## config.mk

```make
export PLATFORM = sky130hd
export DESIGN_NAME = ssd_scan_ctrl
export DESIGN_NICKNAME = d
export VERILOG_FILES = /design/src/rtl/ssd_scan_ctrl.sv
export SDC_FILE = /design/constraint.sdc
export NUM_CORES = 1
export LEC_CHECK = 0
export ABC_AREA = 1
export ABC_CLOCK_PERIOD_IN_PS = 2000
export BUFFER_PORTS_ARGS = -buffer_cell sky130_fd_sc_hd__buf_2
export CORE_ASPECT_RATIO = 2
export CORE_UTILIZATION = 40
export CTS_CLUSTER_DIAMETER = 50
export DETAILED_ROUTE_END_ITERATION = 8
export GPL_TIMING_DRIVEN = 1
export PLACE_DENSITY = 0.54
export SLEW_MARGIN = 20
export SYNTH_ARGS = -nofsm -noshare
export SYNTH_HDL_FRONTEND = slang
export SYNTH_SLANG_ARGS = --single-unit
export TNS_END_PERCENT = 10
```

## constraint.sdc

```tcl
create_clock -name clk -period 2 [get_ports clk]
set_input_delay 0.4 -clock clk [delete_from_list [all_inputs] [get_ports clk]]
set_output_delay 0.4 -clock clk [all_outputs]
set_load 0.02 [all_outputs]
```

## src/rtl/ssd_scan_ctrl.sv

```systemverilog
// Multiplexed scan controller for an N-digit common-anode 7-segment display, double-buffered per frame.
// Latency: outputs are registered and lag the internal state/idx by one clk.
// Backpressure: none; load is always accepted and last-wins until the next frame boundary.
module ssd_scan_ctrl #(
    parameter int NUM_DIGITS   = 4,
    parameter int REFRESH_DIV  = 50000,
    parameter int BLANK_CYCLES = 500
) (
    input  logic                    clk,
    input  logic                    rst_n,
    input  logic                    load,
    input  logic [4*NUM_DIGITS-1:0] data_in,
    input  logic [NUM_DIGITS-1:0]   dp_in,
    input  logic [NUM_DIGITS-1:0]   digit_en,
    output logic [3:0]              hex_out,
    output logic [NUM_DIGITS-1:0]   an_n,
    output logic                    dp_n,
    output logic                    load_ack,
    output logic                    frame_tick
);

    localparam int CNT_MAX = (REFRESH_DIV > BLANK_CYCLES) ? REFRESH_DIV : BLANK_CYCLES;
    localparam int CW      = (CNT_MAX > 1) ? $clog2(CNT_MAX) : 1;
    localparam int IW      = $clog2(NUM_DIGITS);

    localparam logic [CW-1:0] SHOW_LAST  = CW'(REFRESH_DIV - 1);
    localparam logic [CW-1:0] BLANK_LAST = CW'(BLANK_CYCLES - 1);
    localparam logic [IW-1:0] IDX_LAST   = IW'(NUM_DIGITS - 1);

    typedef enum logic {
        ST_BLANK = 1'b0,
        ST_SHOW  = 1'b1
    } state_t;

    state_t                         state;
    logic [CW-1:0]                  cnt;
    logic [IW-1:0]                  idx;
    logic [NUM_DIGITS-1:0][3:0]     data_disp;
    logic [NUM_DIGITS-1:0][3:0]     data_shd;
    logic [NUM_DIGITS-1:0]          dp_disp;
    logic [NUM_DIGITS-1:0]          dp_shd;
    logic [NUM_DIGITS-1:0]          en_disp;
    logic [NUM_DIGITS-1:0]          en_shd;
    logic                           pending;
    logic                           boundary;

    // Last cycle of the last digit's SHOW slot: the next edge starts a new frame.
    assign boundary = (state == ST_SHOW) && (cnt == SHOW_LAST) && (idx == IDX_LAST);

    always_ff @(posedge clk) begin
        if (!rst_n) begin
            state      <= ST_BLANK;
            cnt        <= '0;
            idx        <= '0;
            an_n       <= '1;
            dp_n       <= 1'b1;
            hex_out    <= '0;
            load_ack   <= 1'b0;
            frame_tick <= 1'b0;
            data_disp  <= '0;
            data_shd   <= '0;
            dp_disp    <= '0;
            dp_shd     <= '0;
            en_disp    <= '0;
            en_shd     <= '0;
            pending    <= 1'b0;
        end else begin
            load_ack   <= 1'b0;
            frame_tick <= boundary;

            // Output stage follows the state held before this edge.
            an_n <= '1;
            dp_n <= 1'b1;
            if (state == ST_SHOW) begin
                an_n[idx] <= ~en_disp[idx];
                hex_out   <= data_disp[idx];
                dp_n      <= ~(dp_disp[idx] & en_disp[idx]);
            end

            case (state)
                ST_BLANK: begin
                    if (cnt == BLANK_LAST) begin
                        state <= ST_SHOW;
                        cnt   <= '0;
                    end else begin
                        cnt <= cnt + 1'b1;
                    end
                end
                ST_SHOW: begin
                    if (cnt == SHOW_LAST) begin
                        state <= ST_BLANK;
                        cnt   <= '0;
                        idx   <= (idx == IDX_LAST) ? '0 : idx + 1'b1;
                    end else begin
                        cnt <= cnt + 1'b1;
                    end
                end
            endcase

            if (load) begin
                data_shd <= data_in;
                dp_shd   <= dp_in;
                en_shd   <= digit_en;
                pending  <= 1'b1;
            end

            // A load on the boundary edge itself bypasses the shadow.
            if (boundary) begin
                if (load) begin
                    data_disp <= data_in;
                    dp_disp   <= dp_in;
                    en_disp   <= digit_en;
                    pending   <= 1'b0;
                    load_ack  <= 1'b1;
                end else if (pending) begin
                    data_disp <= data_shd;
                    dp_disp   <= dp_shd;
                    en_disp   <= en_shd;
                    pending   <= 1'b0;
                    load_ack  <= 1'b1;
                end
            end
        end
    end

endmodule

```

======== Word level (Yosys, flattened, before mapping) ========
Cells that the tools add are included.
storage, ports and cells
  register bits after elaboration ......... 79
  bits in latches ......................... 0
  bits in writable memories ............... 0
  ROM bits ................................ 0
  output and inout bits ................... 11
  word-level logic and storage cells ...... 69
  memories ................................ 0
operators by class
  add/subtract/negate cells ............... 2
  multiply operators ...................... 0
  divide/modulo/power cells ............... 0
  $lt $le $gt $ge ......................... 2
  equal/unequal tests ..................... 3
  shift operators ......................... 0
  mux-type cells .......................... 27
  bitwise logic cells ..................... 6
  reductions and logical operators ........ 8
operators by type and width
  kind                                                                                  number
  16-bit two-way mux                                                                    4
  16-bit case mux with 2 select lines                                                   1
  4-bit two-way mux                                                                     5
  16-bit by 1-bit adder with 16-bit output (second input constant)                      1
  16-bit == test (second input constant)                                                1
  16-bit by 9-bit == test with 1-bit output (second input constant)                     1
  1-bit two-way mux                                                                     11
  4-bit binary-select mux with 2-bit select                                             1
  2-bit AND reduction                                                                   4
  1-bit binary-select mux with 2-bit select                                             2
  4-bit inverter                                                                        1
  4-bit OR                                                                              1
  1-bit logical AND                                                                     3
  2-bit by 3-bit less-than comparator with 1-bit output (second input constant)         1
  1-bit inverter                                                                        3
  2-bit by 1-bit adder with 2-bit output (second input constant)                        1
  1-bit demux with 2-bit select                                                         1
  2-bit == test (second input constant)                                                 1
  2-bit by 1-bit greater-or-equal comparator with 1-bit output (second input constant)  1
  2-bit two-way mux                                                                     1
  1-bit case mux with 2 select lines                                                    1
  2-bit nonzero test                                                                    1
  1-bit bitwise AND                                                                     1

======== Logic depth before layout (Yosys ltp) ========
  depth in word-level cells ............... 6
  depth in mapped cells ................... 10

======== Worst setup path before layout ========
Ideal clock, no wire load.
  path kind ............................... register -> register
  start point ............................. reg idx[1]
  end point ............................... reg data_disp[0] (netlist bit)
  arrival ................................. 1521 ps
  required time ........................... 1936 ps
  path slack .............................. 415 ps
  stages on the path, launching flop included .. 8
  buffers on the path ..................... 2
  clock period less this slack ............ 1585 ps
  cell sequence ........................... dfxtp_1 ha_1 clkbuf_1 inv_1 nor3_4 buf_6 nor2_1 nor2_1
on the way
  word-level cells in the longest chain between the ends .. 3
ends and longest elaborated chain
  item                           RTL line  source
  start, declared                37        logic [IW-1:0] idx;
  start signal, assigned         93        idx <= (idx == IDX_LAST) ? '0 : idx + 1'b1;
  2-bit == test                  48        assign boundary = (state == ST_SHOW) && (cnt == SHOW_LAST) && (idx == IDX_LAST);
  1-bit logical AND              48
  2-bit AND reduction (no line)  -
  end signal, assigned           110       data_disp <= data_in;
  end signal, assigned           116       data_disp <= data_shd;
  end, declared                  38        logic [NUM_DIGITS-1:0][3:0] data_disp;
No other way between the ends.
A chain may end at the register's enable or synchronous reset.

======== Final worst setup path ========
  start point ............................. reg cnt[0]
  end point ............................... reg data_disp[9] (netlist bit)
on the way
  word-level cells in the longest chain between the ends .. 4
ends and longest elaborated chain
  item                             RTL line  source
  start, declared                  36        logic [CW-1:0] cnt;
  start signal, assigned           86        cnt <= cnt + 1'b1;
  start signal, assigned           95        cnt <= cnt + 1'b1;
  16-bit == test                   48
  1-bit logical AND (2 in series)  48
  2-bit AND reduction (no line)    -
No other way between the ends.

==> flow_summary.json <==
{
  "rows": 46,
  "reg2reg_slack_ps": 320,
  "post-cts-setup-buffers": 0,
  "grt-ovfl-total": 0,
  "ctsHoldBuffers": 0,
  "r2r_end": "data_disp[9]$_SDFFE_PN0P_",
  "nFillCells": 828,
  "p_leak_nw": 1.69,
  "maxCapViolCount": 0,
  "setup-violations-final": 0,
  "layout_commonest_cell": "nor2_1",
  "syn_inst": 421,
  "fmax_mhz": 596,
  "path_buf_inv": 1,
  "yosysTopAreaCell": "dfxtp_1",
  "vdd_drop_max_mv": 0.559,
  "required_ps": 2230,
  "synth_cell_type_count": 33,
  "slowest_delay_ps": 360,
  "setup_tns_ps": 0,
  "diodes": 0,
  "die_height_microns": 131,
  "synth_fp_nets": 453,
  "clk_latency_ps": 330,
  "grt_pass1_vias": 2898,
  "dp_hpwl_microns": 6070,
  "clock-sinks": 79,
  "async_flop_share": 0,
  "fin_crit_sh": 0.839,
  "cts.path.max_buffers": 2,
  "start_util": 0.417,
  "synth_edf_count": 0,
  "ant_nets": 0,
  "min_path_cells": 3,
  "rr_startpoint": "cnt[0]$_SDFF_PN0_",
  "wl_per_cell_microns": 14.6,
  "r2r_cells": 9,
  "power.density_nw_per_um2": 834,
  "numPortBuffers": 37,
  "cts_resized": 0,
  "vias": 2838,
  "hp-class": "in2reg",
  "worstHoldStart": "data_in[15]",
  "path_class": "reg2reg",
  "cp_max_fo": 26,
  "drt_iter0_drc": 159,
  "seq_area_frac_synth": 0.474,
  "synthToLayoutAreaGrowth_pct": 18.2,
  "holdWs_ps": 330,
  "grt_use_total": 0.205,
  "multi_input_area_sq_um": 1560,
  "antenna_found_initial": 0,
  "synth-main-ff-cell": "dfxtp_1",
  "core_area_sq_um": 8000,
  "ys_ff_latch": 79,
  "hold_viol": 0,
  "drt_first_pass_iters": 4,
  "utilization": 0.493,
  "tightest_slew_ps": 644,
  "crit_chain": "ha_1 > nand3_2 > nor2_1 > nand2_1 > nor2_2 > buf_12 > nand4_1 > nand2_1 > nor2_1",
  "cp_slowest_cell": "dfxtp_1",
  "cts_made_buffers": 9,
  "cp_top_family": "simple AND/OR/NAND/NOR gates",
  "grt_start_max_net_pins": 38,
  "grt_setup_unrepaired": "no",
  "cts_tree": "yes",
  "htree_num_levels": 3,
  "die_w_microns": 66.6,
  "avgViaCountPerCell": 5.08,
  "cp-start-kind": "flip-flop",
  "setup.worst_path.end_class": "flip-flop",
  "synth_top_area_frac": 0.474,
  "fin_crit_ps": 1680,
  "maxSlewViolCount": 0,
  "layout-drive-gt1-share": 0.160,
  "netlist_area_sq_um": 3330,
  "fin_nets": 493,
  "ys_top_cells_by_area": "dfxtp_1 (47%), nor2_1 (14%), mux2i_1 (7.2%), nand2_1 (6.2%), nand4_1 (5.4%)",
  "cts.clk_slew.worst_paths_ps": 60,
  "yosysWarnings": 0,
  "hold_end": "data_shd[15]$_SDFFE_PN0P_",
  "status": "completed",
  "route.detailed.drc": 0,
  "die_area_sq_um": 8730,
  "slew_headroom": 0.570,
  "routed_wl_microns": 8140,
  "register_area_sq_um": 1580,
  "grt_pass1_wl_microns": 13300,
  "synth.avg_cell_area_sq_um": 7.92,
  "worst_ep_arrival_time_ps": 1910,
  "pin_count": 38,
  "most-common-layout-cells": "nor2_1 (120), dfxtp_1 (79), nand2_1 (55)",
  "place.gp.congestion": 0.828,
  "cts-root-buf": "clkbuf_16",
  "fin_skew_ps": 5.44
}
-- cells in the mapped netlist, types with 2 or more instances --
master	n
buf_6	2
nand3_1	4
nand2_1	55
ha_1	5
buf_1	2
dfxtp_1	79
o21ai_0	18
a21oi_1	7
nor2_4	2
inv_2	2
nor3_1	5
a211oi_1	2
buf_2	8
nor2_2	2
xor2_1	7
nor2_1	120
nand4_1	29
clkbuf_1	9
mux2i_1	24
o22ai_1	5
inv_1	22
-- per-layer routing --
layer / vias up / share of wire / wire length (microns) / GRT usage
met2: 42 / 0.59 / 4790 / 0.397
met5: - / 0 / 0 / 0
met3: 13 / 0.021 / 171 / 0.0451
li1: 1456 / - / - / -
met4: 0 / 0.021 / 174 / 0.0792
met1: 1327 / 0.37 / 3000 / 0.194
-- cell type report --
cell class / instances / share of cell area
flip-flops and latches: 79 / 0.401
multi-input cells: 296 / 0.394
repair buffers: 50 / 0.0812
clock buffers: 12 / 0.0676
well taps: 96 / 0.0305
inverters: 25 / 0.0238
clock inverters: 1 / 0.00127
-- cell families (layout without fill, tap and decap cells) --
kind of cell               count (synthesis)  after routing  synth area share
buffers and inverters                     46             88            0.0593
xor gates and xnor gates                   8              8            0.0210
and+or+nand+nor                          225            225             0.298
adders and majority gates                  5              5            0.0188
DFF                                       79             79             0.474
AOI/OAI and AO/OA                         34             34            0.0563
muxes                                     24             24            0.0720
-- where the power goes --
group | total [W] | internal, W | switching [W]
Sequential | 0.00162 | 0.00161 | 0.0000118
Clock | 0.00150 | 0.000918 | 0.000578
Combinational | 0.000171 | 0.0000698 | 0.000102
Total | 0.00329 | 0.00260 | 0.000692
-- worst register-to-register path, stage by stage (launching register included) --
cell and delay [ps]:
dfxtp_1 360, ha_1 230, nand3_2 160, nor2_1 140, nand2_1 80, nor2_2 140, buf_12 180, nand4_1 150
nand2_1 110, nor2_1 40
-- worst max path at each step --
stage	startpoint	endpoint	depth (start not counted)
floorplan	idx[1]$_SDFFE_PN0N_	data_disp[0]$_SDFFE_PN0P_	7
finish	cnt[0]$_SDFF_PN0_	data_disp[9]$_SDFFE_PN0P_	9
global placement	cnt[0]$_SDFF_PN0_	data_disp[9]$_SDFFE_PN0P_	9
CTS	cnt[0]$_SDFF_PN0_	data_disp[9]$_SDFFE_PN0P_	9
global route	cnt[0]$_SDFF_PN0_	data_disp[9]$_SDFFE_PN0P_	9
detailed placement	cnt[0]$_SDFF_PN0_	data_disp[9]$_SDFFE_PN0P_	9
-- per-stage QoR --
stage | power, W | setup slack (ps) | instance area [sq um] | instances
global route | 0.00341 | 196 | 3940 | 559
detailed placement | 0.00183 | 307 | 3670 | 546
global placement | 0.00183 | 355 | 3670 | 546
floorplan | 0.00176 | 415 | 3330 | 421
finish | 0.00329 | 321 | 3940 | 559
CTS | 0.00334 | 295 | 3940 | 559
-- flip-flops by register name, indices dropped and copies added, names as in the netlist --
name and count:
pending 1, data_disp 16, an_n 4, dp_disp 4
idx 2, dp_shd 4, dp_n 1, load_ack 1
en_disp 4, data_shd 16, cnt 16, hex_out 4
en_shd 4, frame_tick 1, state 1
No activity file was read; power rests on OpenSTA's default activity.
